File: src/rtl/jk_updown_counter_pkg.sv
// Shared definitions for the JK up/down counter: J/K excitation encodings
// and a ceiling-log2 helper used to size the prescaler.
package jk_updown_counter_pkg;

    // {J, K} excitation pairs presented to a jk_cell
    localparam logic [1:0] JK_HOLD   = 2'b00;
    localparam logic [1:0] JK_RESET  = 2'b01;
    localparam logic [1:0] JK_SET    = 2'b10;
    localparam logic [1:0] JK_TOGGLE = 2'b11;

    // Number of bits needed to hold values 0..v-1 (0 for v <= 1)
    function automatic int unsigned clog2(input int unsigned v);
        int unsigned r;
        r = 0;
        while ((64'(1) << r) < 64'(v)) begin
            r = r + 1;
        end
        return r;
    endfunction

endpackage

File: src/rtl/jk_updown_counter_jk.sv
// Single JK flip-flop storage cell.
// Ports:
//   clk   - rising-edge clock
//   reset - synchronous active-high reset, clears q
//   j, k  - excitation inputs (00 hold, 01 reset, 10 set, 11 toggle)
//   q     - stored bit
module jk_cell (
    input  logic clk,
    input  logic reset,
    input  logic j,
    input  logic k,
    output logic q
);

    logic q_q;
    logic q_d;

    // Characteristic equation of the JK flip-flop
    always_comb begin
        q_d = (~q_q & j) | (q_q & ~k);
    end

    always_ff @(posedge clk) begin
        if (reset) begin
            q_q <= 1'b0;
        end else begin
            q_q <= q_d;
        end
    end

    assign q = q_q;

endmodule

File: src/rtl/jk_updown_counter.sv
// Synchronous WIDTH-bit up/down counter built from a bank of JK cells,
// with a per-bit J/K excitation stage and an optional prescaler.
// Ports:
//   clk        - rising-edge clock
//   reset      - synchronous active-high reset (q and prescaler to 0)
//   enable     - gates both prescaler and counting
//   up         - direction, 1 = increment, 0 = decrement
//   load       - parallel load request (beats counting, loses to reset)
//   load_value - value written to q on load
//   q          - counter state, straight from the JK cells
//   tick       - prescaler terminal strobe (combinational)
//   tc         - next tick will wrap (combinational)
module jk_updown_counter
    import jk_updown_counter_pkg::*;
#(
    parameter int unsigned WIDTH    = 4,
    parameter int unsigned PRESCALE = 1
) (
    input  logic             clk,
    input  logic             reset,
    input  logic             enable,
    input  logic             up,
    input  logic             load,
    input  logic [WIDTH-1:0] load_value,
    output logic [WIDTH-1:0] q,
    output logic             tick,
    output logic             tc
);

    localparam int unsigned PSC_BITS = clog2(PRESCALE);
    localparam int unsigned PSC_W    = (PSC_BITS < 1) ? 1 : PSC_BITS;
    localparam logic [PSC_W-1:0] PSC_LAST = PSC_W'(PRESCALE - 1);

    logic [PSC_W-1:0] psc_q;
    logic [PSC_W-1:0] psc_d;
    logic [WIDTH-1:0] cell_q;
    logic [WIDTH-1:0] t_up;
    logic [WIDTH-1:0] t_dn;
    logic [WIDTH-1:0] jk_j;
    logic [WIDTH-1:0] jk_k;

    // Prescaler terminal; suppressed while reset is held
    assign tick = enable & ~reset & (psc_q == PSC_LAST);

    // Prescaler next state: load realigns the phase to 0
    always_comb begin
        psc_d = psc_q;
        if (load) begin
            psc_d = '0;
        end else if (enable) begin
            psc_d = (psc_q == PSC_LAST) ? '0 : psc_q + PSC_W'(1);
        end
    end

    always_ff @(posedge clk) begin
        if (reset) begin
            psc_q <= '0;
        end else begin
            psc_q <= psc_d;
        end
    end

    // Toggle conditions: bit i flips when all lower bits are 1 (up) or 0 (down)
    always_comb begin
        t_up    = '0;
        t_dn    = '0;
        t_up[0] = 1'b1;
        t_dn[0] = 1'b1;
        for (int i = 1; i < WIDTH; i++) begin
            t_up[i] = t_up[i-1] & cell_q[i-1];
            t_dn[i] = t_dn[i-1] & ~cell_q[i-1];
        end
    end

    // Per-bit J/K excitation: load forces set/reset, counting toggles
    always_comb begin
        logic [1:0] jk;
        jk_j = '0;
        jk_k = '0;
        jk   = JK_HOLD;
        for (int i = 0; i < WIDTH; i++) begin
            jk = JK_HOLD;
            if (load) begin
                jk = load_value[i] ? JK_SET : JK_RESET;
            end else if (tick && (up ? t_up[i] : t_dn[i])) begin
                jk = JK_TOGGLE;
            end
            jk_j[i] = jk[1];
            jk_k[i] = jk[0];
        end
    end

    // Storage bank
    for (genvar g = 0; g < WIDTH; g++) begin : g_cell
        jk_cell u_cell (
            .clk   (clk),
            .reset (reset),
            .j     (jk_j[g]),
            .k     (jk_k[g]),
            .q     (cell_q[g])
        );
    end

    assign q = cell_q;

    // Terminal count follows the current direction, independent of psc
    assign tc = enable & ~reset &
                ((up & (cell_q == '1)) | (~up & (cell_q == '0)));

endmodule
File: config.mk
export PLATFORM = sky130hd
export DESIGN_NAME = jk_updown_counter
export DESIGN_NICKNAME = d
export VERILOG_FILES = /design/src/rtl/jk_updown_counter_pkg.sv /design/src/rtl/jk_updown_counter_jk.sv /design/src/rtl/jk_updown_counter.sv
export SDC_FILE = /design/constraint.sdc
export NUM_CORES = 1
export LEC_CHECK = 0
export ABC_AREA = 1
export BUFFER_PORTS_ARGS = -buffer_cell sky130_fd_sc_hd__buf_2
export CAP_MARGIN = 20
export CORE_AREA = 2 2 39 41
export CTS_CLUSTER_SIZE = 12
export DETAILED_ROUTE_END_ITERATION = 10
export DIE_AREA = 0 0 41 43
export GPL_TIMING_DRIVEN = 0
export PLACE_DENSITY = 0.51
export SLEW_MARGIN = 0
export SYNTH_ARGS = -nofsm -noshare
export SYNTH_HDL_FRONTEND = slang
export SYNTH_SLANG_ARGS = --single-unit
File: constraint.sdc
create_clock -name clk -period 1.4 [get_ports clk]
set_clock_uncertainty 0.1 [all_clocks]
set_input_delay 0.21 -clock clk [delete_from_list [all_inputs] [get_ports clk]]
set_output_delay 0.21 -clock clk [all_outputs]
set_load 0.1 [all_outputs]
**After elaboration in Yosys (flattened, before gate mapping)**

Cells that the tools add are included.

- Equality and inequality tests: 1
- Reductions and logical operators: 5
- Multiplexer cells: 16
- Add/subtract/negate cells: 1
- Bitwise operators: 33

Operators by type and width:

| operator | number |
|---|---|
| two-way mux 2 bit | 12 |
| AND 1 bit | 17 |
| inverter 1 bit | 11 |
| OR 1 bit | 5 |
| == test 4 bit (second input constant) | 1 |
| zero test 4 bit | 1 |
| two-way mux 1 bit | 4 |
| logical AND 1 bit | 3 |
| OR reduction 2 bit | 1 |
| adder 1 bit (second input constant) | 1 |

- Output and inout bits: 6
- Register bits after elaboration: 5
- Bits of input ports: 9
- Logic and storage cells: 61

**Logic depth before layout (Yosys ltp)**

- Word-level depth: 10
- Mapped depth: 8
- Gate-level depth less buffers: 8

**Modules after synthesis**

From an unflattened synthesis, not the netlist that was laid out.

- Cells, all modules: 64
- Area, all modules: 336.6 µm²

Modules (own cells, without submodules):

| module | instances | area each (µm²) | cells each | seq. area each (µm²) |
|---|---|---|---|---|
| jk_updown_counter | 1 | 171.4 | 40 | 0.0 |
| jk_cell | 4 | 41.3 | 6 | 20.0 |

**Worst setup path before layout**

Ideal clock, no wire load.

- Path type: register -> output
- Start point: register g_cell[0].u_cell.q_q
- End point: output tc
- Arrival time: 2152 ps
- Data required time: 1090 ps
- Path buffers: 0
- Path slack: -1062 ps
- Cell stages (with the launch flop): 5
- Cell sequence: dfxtp_1 -> nand3_1 -> nand2_1 -> nand3_1 -> a21oi_1

- Word-level cells in the longest chain between the ends: 4
- Elaborated cells between the ends (all ways): 6
- Classes of those cells: eq/ne (1); bitwise (4); reduce/logical (1)

RTL lines:

| element | line | RTL |
|---|---|---|
| from (decl) | jk_updown_counter_jk.sv:15 | `logic q_q;` |
| from (signal assigned) | jk_updown_counter_jk.sv:27 | `q_q <= q_d;` |
| == test 4 bit or zero test 4 bit (tied branches) | jk_updown_counter.sv:108 | `((up & (cell_q == '1)) \| (~up & (cell_q == '0)));` |
| AND 1 bit | jk_updown_counter.sv:108 |  |
| OR 1 bit * | jk_updown_counter.sv:108 |  |
| AND 1 bit * | jk_updown_counter.sv:107 | `assign tc = enable & ~reset &` |
| to (decl) | jk_updown_counter.sv:27 | `output logic tc` |

Every way passes the cells marked *; elsewhere a longest branch is shown, timed or not.

**Final worst setup path**

Ends and elaborated chain as after synthesis.

==> run_results.csv <==
group,metric,value,unit
cells_and_area,area_delta_synth_final,104,%
timing,fin_ws,-0.129,ns
drt,wirelength,942,microns
drt,drtAntennaViolNets,0,
drt,dr.pass1.iters,4,
placed_design,place_congestion,0.683,
drt,drt-initial-drc-count,9,
floorplan,core-area,0.00138,sq mm
synthesis,ys_warn_count,0,
timing,rsz0062_at_grt,"true",
clock_tree,clkLatencyLatePin,0.24,ns
cells_and_area,largest_reg_flops,4,
clock_tree,numCtsBuffers,3,
hold_path,min_path_type,"primary input to flop",
global_routing,grtUsageTotal,0.136,
floorplan,die_area,0.00176,sq mm
synthesis,async_reset_ff_frac,0,
synthesis,synth_top_area_frac,0.256,
floorplan,core.rowCount,14,
clock_tree,path_clk_slew,0.04,ns
clock_tree,htree_levels,1,
timing,slew_violations,0,
clock_tree,cts_tree,"done",
clock_tree,clock-root-buffer,"clkbuf_4",
floorplan,io-pin-count,15,
setup_path,timing.critical_path.fanout_max,4,
setup_path,path_class,"flop to output port",
power,power.density,844,mW/mm^2
synthesis,synth_enable_flop_cells,0,
cells_and_area,stdcell_count,101,
synthesis,ys_ff_latch,4,
synthesis,syn_nets,62,
floorplan,chipHeight,43,microns
synthesis,synthTopCellsByArea,"dfxtp_1, nand2_1, inv_1",
timing,setup_viol,1,
power,totalPowerFinal,537,uW
global_routing,grt_pass1_wl,1.50,mm
synthesis,synthCells,53,
status,violations,"setup timing",
drt,vias,429,
timing,hold_violations,0,
synthesis,synthTopCellsByCount,"nand2_1, inv_1, nor2_1, nand3_1",
setup_path,required,1.09,ns
cells_and_area,multiInputGateArea,208,sq um
floorplan,initial_core_util,0.226,
timing,slew_headroom,0.680,
placed_design,dp_slack,-0.241,ns
clock_tree,clock_sinks,4,
global_routing,antenna_found_initial,0,
drt,wire_per_inst,9.33,microns
power,ir_drop,0.236,mV
placed_design,dp_hpwl,575,microns
cells_and_area,nets,95,
floorplan,dieWidth,41,microns
timing,fmax,654,MHz
power,p_leak,0.000324,uW
setup_path,end_kind,"output port",
clock_tree,postCtsHoldBufs,0,
drt,avgViaCountPerCell,4.25,
cells_and_area,regArea,88.8,sq um
synthesis,avgSynthCellArea,5.90,sq um
drt,drc_errors,0,
synthesis,mappedNetlistArea,313,sq um
global_routing,grt_pass1_vias,380,
placed_design,dp.cells,83,
clock_tree,cts_buffer_depth,2,
placed_design,port_buffers,14,
setup_path,r2r_slack,0.01,ns
cells_and_area,antennaDiodeCount,0,
synthesis,yosysSeqAreaShare,0.256,
timing,fin_crit,1.53,ns
flow_run,drv_cap,0,
cells_and_area,nFillCells,160,
synthesis,yosys.cell_types.count,13,
timing,finalCritPeriodShare,1.09,
timing,holdWs,0.153,ns
global_routing,grt_max_degree,9,
synthesis,synth_top_cell_by_area,"dfxtp_1",
synthesis,synth_ff_type,"dfxtp_1",
cells_and_area,layout-drive-gt1-share,0.565,
global_routing,globalRoute.totalOverflow,0,
cells_and_area,postLayoutCoreUtil,0.460,
setup_path,worstPathArrival,1.22,ns
timing,worstMarginPinSlew,0.484,ns
synthesis,yosysMostFrequentCell,"nand2_1",
setup_path,setup.worst_path.start_class,"flop",
status,outcome,"finished, violations left",
[stage by stage]
stage | TNS (ns) | area, sq um
floorplan | -0.0901 | 353
global route | -0.245 | 637
finish | -0.129 | 637
CTS | -0.185 | 578
global placement | -0.231 | 443
detailed placement | -0.241 | 443
[cell usage in the layout (no fill, tap or decap), types with 2 or more instances in the layout]
cell type / Yosys / layout
a21oi_1: 3 / 2
buf_2: 0 / 9
buf_4: 4 / 15
buf_6: 0 / 7
clkbuf_4: 0 / 3
dfxtp_4: 0 / 2
inv_1: 9 / 7
nand2_1: 13 / 11
nand2_2: 0 / 2
nand3_1: 6 / 4
nand3_2: 0 / 2
nor2_1: 8 / 6
nor2_2: 0 / 2
[kinds of logic after synthesis]
logic type / share of synthesized area
simple gates: 0.392
buf+inv: 0.204
xor+xnor: 0.0560
flops: 0.256
compound gates: 0.0920
[critical path: stages, from the launching register on]
cell and delay [ns]:
dfxtp_4 0.37, nand3_2 0.09, nand2_2 0.09, nand3_2 0.10
a21oi_4 0.14, buf_12 0.18
[layout make-up]
cell class | count | area share
flip-flops and latches | 4 | 0.139
inverters | 9 | 0.0589
clock buffers | 4 | 0.0413
well taps | 16 | 0.0314
plain buffers | 4 | 0.0472
multi-input cells | 36 | 0.326
repair buffers | 28 | 0.356
[what timing repair did]
action,in CTS,in global routing
pin swaps,3,4
setup endpoints to repair,5,3
gates resized for setup,12,8
buffers inserted,10,4
[power by group]
group          internal [uW]  switching, uW  total [uW]
Clock                    107           48.3         155
Combinational           97.4            147         245
Sequential               124           13.0         137
[worst paths after layout]
check	startpoint	endpoint	cells after the start
worst max-delay path	g_cell[0].u_cell.q	tc	5
worst min-delay path	load_value[0]	g_cell[0].u_cell.q	3
worst max register to register	g_cell[0].u_cell.q	g_cell[3].u_cell.q	10
worst min register to register	g_cell[3].u_cell.q	g_cell[3].u_cell.q	4
[routing by layer]
layer  track usage  wire [microns]
met5             0               0
met4         0.140              22
met3        0.0314              20
met2         0.194             516
met1         0.148             383
(Power assumes the default switching activity.)
